## config.mk

```make
export PLATFORM = sky130hd
export DESIGN_NAME = qspi_rom_reader_flat
export DESIGN_NICKNAME = d
export VERILOG_FILES = /design/src/rtl/qspi_rom_reader_if.sv /design/src/rtl/qspi_rom_reader.sv /design/src/flat_wrapper.sv
export SDC_FILE = /design/constraint.sdc
export NUM_CORES = 1
export LEC_CHECK = 0
export CAP_MARGIN = 10
export CORE_AREA = 2 2 92 94
export DETAILED_ROUTE_END_ITERATION = 6
export DIE_AREA = 0 0 94 96
export HOLD_SLACK_MARGIN = 0.03
export PLACE_DENSITY = 0.67
export SYNTH_ARGS = -nofsm -noshare
export SYNTH_HDL_FRONTEND = slang
export SYNTH_SLANG_ARGS = --single-unit
```

## constraint.sdc

```tcl
create_clock -name clk -period 3.1 [get_ports clk]
set_input_delay 0.31 -clock clk [delete_from_list [all_inputs] [get_ports clk]]
set_output_delay 0.31 -clock clk [all_outputs]
set_load 0.01 [all_outputs]
```

## src/rtl/qspi_rom_reader_if.sv

```systemverilog
`default_nettype none
// +----------------------------------------------------------------------+
// | Module      : qspi_rom_reader_if                                     |
// | Description : Request/response and quad-SPI pin bundle for the       |
// |               qspi_rom_reader. The master modport is the reader.     |
// | Revision    : 1.0 - initial release                                  |
// +----------------------------------------------------------------------+
interface qspi_rom_reader_if #(
  parameter int ADDR_BITS = 24
);
  // Console-side request/response
  logic                 start;
  logic [ADDR_BITS-1:0] addr;
  logic                 busy;
  logic [7:0]           data;
  logic                 data_valid;

  // Flash-side pins; nibble bit3..0 maps to {uio5,uio4,uio2,uio1}
  logic                 spi_clk;
  logic                 spi_sel_n;
  logic [3:0]           spi_dout;
  logic [3:0]           spi_oe;
  logic [3:0]           spi_din;

  modport master (
    input  start, addr, spi_din,
    output busy, data, data_valid, spi_clk, spi_sel_n, spi_dout, spi_oe
  );

  modport slave (
    output start, addr, spi_din,
    input  busy, data, data_valid, spi_clk, spi_sel_n, spi_dout, spi_oe
  );
endinterface
`default_nettype wire

```

## src/rtl/qspi_rom_reader.sv

```systemverilog
`default_nettype none
// +----------------------------------------------------------------------+
// | Module      : qspi_rom_reader                                        |
// | Description : Quad-SPI read initiator. Sends command, address and    |
// |               dummy cycles, then fetches one byte per request.       |
// |               Each SPI bit-cycle is two system clocks (L then H).    |
// | Revision    : 1.0 - initial release                                  |
// +----------------------------------------------------------------------+
module qspi_rom_reader #(
  parameter int         ADDR_BITS    = 24,     // multiple of 4
  parameter logic [7:0] CMD          = 8'hEB,
  parameter int         DUMMY_CYCLES = 4       // at least 1
) (
  input  logic              clk,
  input  logic              reset,
  qspi_rom_reader_if.master bus
);

  localparam int ADDR_NIBBLES = ADDR_BITS / 4;
  localparam int SHIFT_BITS   = 8 + ADDR_BITS;
  // One down-counter serves every phase, so size it for the longest one.
  localparam int MAX_AD       = (ADDR_NIBBLES > DUMMY_CYCLES) ? ADDR_NIBBLES : DUMMY_CYCLES;
  localparam int MAX_NIB      = (MAX_AD > 2) ? MAX_AD : 2;
  localparam int CNT_W        = $clog2(MAX_NIB);

  localparam logic [CNT_W-1:0] CNT_CMD   = CNT_W'(1);
  localparam logic [CNT_W-1:0] CNT_ADDR  = CNT_W'(ADDR_NIBBLES - 1);
  localparam logic [CNT_W-1:0] CNT_DUMMY = CNT_W'(DUMMY_CYCLES - 1);
  localparam logic [CNT_W-1:0] CNT_DATA  = CNT_W'(1);

  typedef enum logic [2:0] {
    S_IDLE  = 3'd0,
    S_CMD   = 3'd1,
    S_ADDR  = 3'd2,
    S_DUMMY = 3'd3,
    S_DATA  = 3'd4,
    S_DESEL = 3'd5
  } state_t;

  state_t                r_state,   w_state;
  logic [CNT_W-1:0]      r_cnt,     w_cnt;
  logic                  r_phase,   w_phase;     // 0 = L phase, 1 = H phase
  logic                  r_spi_clk, w_spi_clk;
  logic                  r_sel_n,   w_sel_n;
  logic                  r_busy,    w_busy;
  logic [3:0]            r_oe,      w_oe;
  logic [SHIFT_BITS-1:0] r_shift,   w_shift;     // {CMD, addr}; top nibble is on the pins
  logic [3:0]            r_rx,      w_rx;        // high data nibble waiting for the low one
  logic [7:0]            r_data,    w_data;
  logic                  r_valid,   w_valid;

  // State and every pin-facing output are registered so spi_clk and sel_n cannot glitch.
  always_ff @(posedge clk or posedge reset) begin
    if (reset) begin
      r_state   <= S_IDLE;
      r_cnt     <= '0;
      r_phase   <= 1'b0;
      r_spi_clk <= 1'b0;
      r_sel_n   <= 1'b1;
      r_busy    <= 1'b0;
      r_oe      <= 4'hF;
      r_shift   <= '0;
      r_rx      <= 4'h0;
      r_data    <= 8'h00;
      r_valid   <= 1'b0;
    end else begin
      r_state   <= w_state;
      r_cnt     <= w_cnt;
      r_phase   <= w_phase;
      r_spi_clk <= w_spi_clk;
      r_sel_n   <= w_sel_n;
      r_busy    <= w_busy;
      r_oe      <= w_oe;
      r_shift   <= w_shift;
      r_rx      <= w_rx;
      r_data    <= w_data;
      r_valid   <= w_valid;
    end
  end

  // Next-state and next-output logic. Phase changes happen on the edge that
  // ends an H phase, which is also where the flash nibble is sampled.
  always_comb begin
    w_state   = r_state;
    w_cnt     = r_cnt;
    w_phase   = r_phase;
    w_spi_clk = r_spi_clk;
    w_sel_n   = r_sel_n;
    w_busy    = r_busy;
    w_oe      = r_oe;
    w_shift   = r_shift;
    w_rx      = r_rx;
    w_data    = r_data;
    w_valid   = 1'b0;

    case (r_state)
      S_IDLE: begin
        w_sel_n   = 1'b1;
        w_spi_clk = 1'b0;
        if (bus.start) begin
          w_state = S_CMD;
          w_cnt   = CNT_CMD;
          w_phase = 1'b0;
          w_sel_n = 1'b0;
          w_busy  = 1'b1;
          w_oe    = 4'hF;
          w_shift = {CMD, bus.addr};
        end else begin
          w_busy  = 1'b0;
        end
      end

      S_CMD, S_ADDR, S_DUMMY, S_DATA: begin
        if (!r_phase) begin
          w_phase   = 1'b1;
          w_spi_clk = 1'b1;
        end else begin
          w_phase   = 1'b0;
          w_spi_clk = 1'b0;
          // Zeros shift in behind the address, so dummy cycles send 0.
          w_shift   = r_shift << 4;
          w_cnt     = r_cnt - 1'b1;
          if (r_state == S_DATA) begin
            w_rx = bus.spi_din;
          end
          if (r_cnt == '0) begin
            case (r_state)
              S_CMD: begin
                w_state = S_ADDR;
                w_cnt   = CNT_ADDR;
              end
              S_ADDR: begin
                w_state = S_DUMMY;
                w_cnt   = CNT_DUMMY;
                w_oe    = 4'h0;     // release the bus before the flash turns it around
              end
              S_DUMMY: begin
                w_state = S_DATA;
                w_cnt   = CNT_DATA;
              end
              default: begin      // S_DATA: low nibble arrives now
                w_state = S_DESEL;
                w_oe    = 4'hF;
                w_data  = {r_rx, bus.spi_din};
                w_valid = 1'b1;
              end
            endcase
          end
        end
      end

      // Registered outputs lag the state by one clock here: sel_n rises as
      // the FSM re-enters IDLE, so the deselected cycle still shows busy=1.
      S_DESEL: begin
        w_state   = S_IDLE;
        w_sel_n   = 1'b1;
        w_spi_clk = 1'b0;
      end

      default: begin
        w_state   = S_IDLE;
        w_sel_n   = 1'b1;
        w_spi_clk = 1'b0;
        w_busy    = 1'b0;
        w_oe      = 4'hF;
      end
    endcase
  end

  assign bus.spi_clk    = r_spi_clk;
  assign bus.spi_sel_n  = r_sel_n;
  assign bus.spi_dout   = r_shift[SHIFT_BITS-1 -: 4];
  assign bus.spi_oe     = r_oe;
  assign bus.busy       = r_busy;
  assign bus.data       = r_data;
  assign bus.data_valid = r_valid;

endmodule
`default_nettype wire
```

## src/flat_wrapper.sv

```systemverilog
// flat-port wrapper written by rule: the top's interface ports become plain ports
module qspi_rom_reader_flat 
#(
  parameter int         ADDR_BITS    = 24,                     
  parameter logic [7:0] CMD          = 8'hEB,
  parameter int         DUMMY_CYCLES = 4                    
)
  (clk, reset, bus_start, bus_addr, bus_spi_din, bus_busy, bus_data, bus_data_valid, bus_spi_clk, bus_spi_sel_n, bus_spi_dout, bus_spi_oe);
  qspi_rom_reader_if #(.ADDR_BITS(ADDR_BITS)) bus_i ();
  input  logic clk;
  input  logic reset;
  input wire logic [$bits(bus_i.start)-1:0] bus_start;
  input wire logic [$bits(bus_i.addr)-1:0] bus_addr;
  input wire logic [$bits(bus_i.spi_din)-1:0] bus_spi_din;
  output wire logic [$bits(bus_i.busy)-1:0] bus_busy;
  output wire logic [$bits(bus_i.data)-1:0] bus_data;
  output wire logic [$bits(bus_i.data_valid)-1:0] bus_data_valid;
  output wire logic [$bits(bus_i.spi_clk)-1:0] bus_spi_clk;
  output wire logic [$bits(bus_i.spi_sel_n)-1:0] bus_spi_sel_n;
  output wire logic [$bits(bus_i.spi_dout)-1:0] bus_spi_dout;
  output wire logic [$bits(bus_i.spi_oe)-1:0] bus_spi_oe;
  assign bus_i.start = bus_start;
  assign bus_i.addr = bus_addr;
  assign bus_i.spi_din = bus_spi_din;
  assign bus_busy = bus_i.busy;
  assign bus_data = bus_i.data;
  assign bus_data_valid = bus_i.data_valid;
  assign bus_spi_clk = bus_i.spi_clk;
  assign bus_spi_sel_n = bus_i.spi_sel_n;
  assign bus_spi_dout = bus_i.spi_dout;
  assign bus_spi_oe = bus_i.spi_oe;
  qspi_rom_reader #(.ADDR_BITS(ADDR_BITS), .CMD(CMD), .DUMMY_CYCLES(DUMMY_CYCLES)) u_core (.clk(clk), .reset(reset), .bus(bus_i));
endmodule
```

### Word level (Yosys, flattened, before mapping)

Cells that the tools add are included.

| word-level totals | value |
|---|---|
| output and inout bits | 20 |
| flip-flop bits (word level) | 59 |
| input bits | 31 |

| operators by class | value |
|---|---|
| $add $sub $neg | 1 |
| bitwise operators | 2 |
| equality and inequality tests | 9 |
| reduce and logical (&&, ||, !) cells | 13 |
| muxes and demuxes | 29 |

Operators by type and width:

| kind | count |
|---|---|
| two-way mux 32 bit | 2 |
| case mux 32 bit (2 select lines) | 1 |
| case mux 3 bit (3 select lines) | 2 |
| two-way mux 3 bit | 5 |
| two-way mux 4 bit | 3 |
| case mux 3 bit (2 select lines) | 2 |
| case mux 4 bit (3 select lines) | 1 |
| two-way mux 1 bit | 9 |
| AND reduction 3 bit | 3 |
| case mux 4 bit (2 select lines) | 1 |
| == test 3 x 2 -> 1 bit, second input constant | 2 |
| == test 3 bit, second input constant | 2 |
| zero test 3 bit | 2 |
| case mux 1 bit (2 select lines) | 3 |
| AND reduction 5 bit | 1 |
| OR reduction 5 bit | 1 |
| != test 2 x 1 -> 1 bit, second input constant | 2 |
| != test 2 bit, second input constant | 2 |
| AND reduction 4 bit | 1 |
| OR reduction 4 bit | 1 |
| == test 3 x 1 -> 1 bit, second input constant | 1 |
| OR reduction 3 bit | 1 |
| subtractor 3 x 1 -> 3 bit, second input constant | 1 |
| inverter 1 bit | 2 |
| other kinds (3) | 3 |

### Logic depth before layout (Yosys ltp)

| depth | value |
|---|---|
| word-level depth | 6 |
| depth in mapped cells | 8 |
| depth with buffers taken out | 7 |

### Worst setup path after synthesis

Ideal clock, no wire load.

| timing path | value |
|---|---|
| kind | reg-to-reg |
| start point | register u_core.r_state[1] |
| end point | register u_core.r_shift[10] |
| required time | 2,978 ps |
| stages on the path, launching flop included | 6 |
| buffers on the path | 1 |
| path slack | 1,282 ps |
| period minus slack after synthesis | 1,818 ps |
| arrival time | 1,696 ps |
| setup time | 122 ps |
| cells stage by stage | dfrtp_1 > nor2_1 > xnor2_1 > clkbuf_1 > mux2i_1 > a21oi_2 |

| between the ends | value |
|---|---|
| cells in the longest elaborated chain, start to end | 4 |

Ends and longest elaborated chain:

| element | line | source |
|---|---|---|
| from (decl) | qspi_rom_reader.sv:40 | `state_t r_state, w_state;` |
| from (signal assigned) | qspi_rom_reader.sv:67 | `r_state <= w_state;` |
| == test 3 x 1 -> 1 bit, or another cell as far along | qspi_rom_reader.sv:96 | `case (r_state)` |
| OR reduction 4 bit | qspi_rom_reader.sv:96 |  |
| != test 2 x 1 -> 1 bit (no line) / nonzero test 2 bit (equally long branches) | -- |  |
| AND reduction 3 bit (no line) | -- |  |
| to (signal assigned) | qspi_rom_reader.sv:74 | `r_shift <= w_shift;` |
| to (decl) | qspi_rom_reader.sv:47 | `logic [SHIFT_BITS-1:0] r_shift, w_shift;` |

Several ways; a longest one is shown, not always the timed one.
A chain may end at the register's enable or synchronous reset.

### Worst setup path after layout

| timing path | value |
|---|---|
| start point | register u_core.r_state[1] |
| end point | register u_core.r_shift[6] |

Same word-level chain as after synthesis.

==> results.py <==
metrics = {
    "outcome": {
        "outcome": "completed",
    },
    "finish": {
        "num-nets-final": 333,
        "instances_no_fill": 406,
        "diodes": 0,
        "drive_gt1_share_pct": 17.3,
        "fin_area_sq_mm": 0.00344,
        "synthToLayoutAreaGrowth_pct": 22.3,
        "fillers": 786,
    },
    "detailed_routing": {
        "vias_per_cell": 4.91,
        "initialDrtViolationCount": 119,
        "wl_per_cell_um": 13.5,
        "dr_wl_met2_um": 2560,
        "drc_errors": 0,
        "top_layer": "met4",
        "drtPass1Iterations": 5,
        "vias": 1994,
        "wl_met3_um": 145,
        "ant_nets": 0,
        "wl_met1_um": 2730,
        "routed_wl_um": 5470,
    },
    "sta": {
        "fin_skew_ps": 7.12,
        "rsz0062_at_grt": "false",
        "max_freq_mhz": 452,
        "min_period_ps": 2210,
        "tns_ps": 0,
        "tightestPinTransition_ps": 703,
        "timing.final.crit_share_pct": 71.4,
        "drv_slew": 0,
        "setup_violations": 0,
        "slew_headroom_pct": 53.1,
        "hold_viol_final": 0,
    },
    "clock_network": {
        "cts_hold_buf": 0,
        "clock_latency_ps": 310,
        "cts_setup_buffers": 0,
        "postCtsResizedCells": 0,
        "clockRootBuffer": "clkbuf_8",
        "cts_buffers": 5,
        "htree_levels": 2,
        "clockBufferDepth": 2,
        "cts_tree": "yes",
        "clkSinkCount": 56,
        "cts.clk_slew.worst_paths_ps": 100,
    },
    "synth": {
        "syn_inst": 260,
        "async_flop_share_pct": 100,
        "synth_top_area_share_pct": 48.1,
        "ys_ff_latch": 56,
        "yosys-top-cells-count": "dfrtp_1 (54), nor2_1 (29), mux2i_1 (21), a21oi_2 (18)",
        "synthAdderAreaFrac_pct": 0.890,
        "synthSimpleGateAreaFrac_pct": 8.50,
        "synth_area_leader_cell": "dfrtp_1",
        "syn_avg_cell_area_sq_um": 10.8,
        "yosysMostFrequentCell": "dfrtp_1",
        "synthMuxAreaShare_pct": 12.7,
        "synth_edf_count": 0,
        "ys_seq_area_share_pct": 49.9,
        "yosys_warnings": 0,
        "synth-xor-area-share_pct": 0.623,
        "synthFlopType": "dfrtp_1",
        "synth_area_leaders": "dfrtp_1 (48%), mux2i_1 (7.5%), a21oi_2 (5.6%), mux2_2 (5.2%), nor2_1 (3.9%)",
        "syn-num-nets": 293,
        "synth_top_family_by_area": "compound AO/OA/AOI/OAI gates",
        "synth_cell_types": 38,
        "synth_area_sq_mm": 0.00281,
        "synth_compound_area_share_pct": 20.5,
    },
    "setup_path": {
        "critical_path_arrival_ps": 2390,
        "start_kind": "register",
        "crit_fanout": 21,
        "worstPathRequired_ps": 3280,
        "critPathKind": "register to register",
        "end_kind": "register",
    },
    "global_route": {
        "grt_pass1_vias": 1956,
        "grt_pass1_wl_um": 9200,
        "grt_max_degree": 57,
        "grt_overflow_total": 0,
        "antenna_found_initial": 0,
        "grt_use_total_pct": 12.7,
    },
    "pwr": {
        "p_leak_nw": 1.52,
        "irDropWorstVdd_uv": 376,
        "power_density_mw_per_mm2": 982,
    },
    "run": {
        "maxCapViolCount": 0,
    },
    "die": {
        "rows": 33,
        "die_h_um": 96,
        "dieWidth_um": 94,
        "initial_core_util_pct": 34.9,
        "pin_count": 51,
        "dieArea_sq_mm": 0.00902,
        "core_sq_mm": 0.00805,
    },
    "placed_design": {
        "place_area_sq_mm": 0.00334,
        "post-dp-hpwl_um": 3750,
        "port_buffers": 50,
        "dp.cells": 398,
        "gp_congestion": 0.788,
    },
    "min_path": {
        "hp-class": "register to register",
    },
}
per-stage QoR:
| stage | worst slack, ps | util (%) | power, mW | hold WS [ps] |
|---|---|---|---|---|
| detailed placement | 917 | 41.5 | 2.98 | 482 |
| finish | 886 | 42.7 | 3.38 | 499 |
| CTS | 902 | 42.7 | 3.41 | 502 |
| global placement | 969 | 41.5 | 2.93 | 486 |
| floorplan | 1280 | - | 2.65 | 443 |
| global route | 715 | 42.7 | 3.66 | 532 |
cells by family (layout without fill, tap and decap cells):
| kind of cell | count (synthesis) | after routing |
|---|---|---|
| fa+ha+maj | 2 | 2 |
| buf+inv | 35 | 76 |
| simple gates | 54 | 54 |
| mux | 34 | 34 |
| compound gates | 77 | 77 |
| xor+xnor | 2 | 2 |
| flops | 56 | 56 |
worst paths after layout:
kind | cells after the start | slack [ps] | from | end
worst min-delay path | 1 | 500 | u_core.r_cnt[0]$_DFFE_PP0P_ | u_core.r_cnt[0]$_DFFE_PP0P_
worst min register to register | 1 | 500 | u_core.r_cnt[0]$_DFFE_PP0P_ | u_core.r_cnt[0]$_DFFE_PP0P_
max in group asynchronous | 3 | 2130 | reset | u_core.r_shift[24]$_DFFE_PP0P_
worst max-delay path | 5 | 890 | u_core.r_state[1]$_DFFE_PP0P_ | u_core.r_shift[6]$_DFFE_PP0P_
min in group asynchronous | 3 | 510 | reset | u_core.r_state[2]$_DFFE_PP0P_
worst max register to register | 5 | 890 | u_core.r_state[1]$_DFFE_PP0P_ | u_core.r_shift[6]$_DFFE_PP0P_
power breakdown:
part,internal [mW],switching [mW]
Combinational,0.813,0.869
Sequential,1.04,0.233
Clock,0.183,0.240
Total,2.04,1.34
layer usage:
metal / GRT usage [%] / vias to the layer above
met5: 0 / -
met4: 3.38 / 0
met3: 2.66 / 4
met2: 19.5 / 28
met1: 18.4 / 968
li1: - / 994
cells in the final DEF (no fill, tap or decap), types with 2 or more instances in the layout:
cell,netlist,layout
nand2b_1,4,4
clkbuf_8,0,6
dfrtp_1,54,54
ha_1,2,2
a221o_1,6,6
a21oi_1,13,13
buf_4,8,5
a31oi_1,4,4
mux2_2,13,13
o22ai_1,3,3
nor3_1,3,3
a21oi_2,18,18
dfstp_2,2,2
nor2_1,29,29
and2_1,2,2
a22o_1,9,9
clkdlybuf4s50_1,0,50
o21ai_0,12,12
inv_1,13,12
a221oi_1,2,2
nand2_1,12,12
mux2i_1,21,21
flip-flops by register name, summed over array words and instances (netlist names):
name / cells
u_core.bus.spi_oe: 1
u_core.r_shift: 32
u_core.r_phase: 1
u_core.bus.busy: 1
u_core.bus.spi_sel_n: 1
u_core.r_state: 3
u_core.bus.data_valid: 1
u_core.bus.data: 8
u_core.r_rx: 4
u_core.bus.spi_clk: 1
u_core.r_cnt: 3
cell type report:
type                    instances  area, sq um  area share [%]
clock buffers                   6         82.6            2.40
flip-flops and latches         56         1400            40.8
clock inverters                 2         13.8           0.400
multi-input cells             169         1220            35.5
inverters                      13         48.8            1.42
repair buffers                 55          538            15.6
well taps                     105          131            3.82
worst max-delay path, stage by stage (launching register included):
cell	delay (ps)
dfrtp_1	520
nor2_1	590
xnor2_2	170
buf_4	350
mux2i_1	350
a21oi_2	90
No activity file was read; power rests on OpenSTA's default activity.
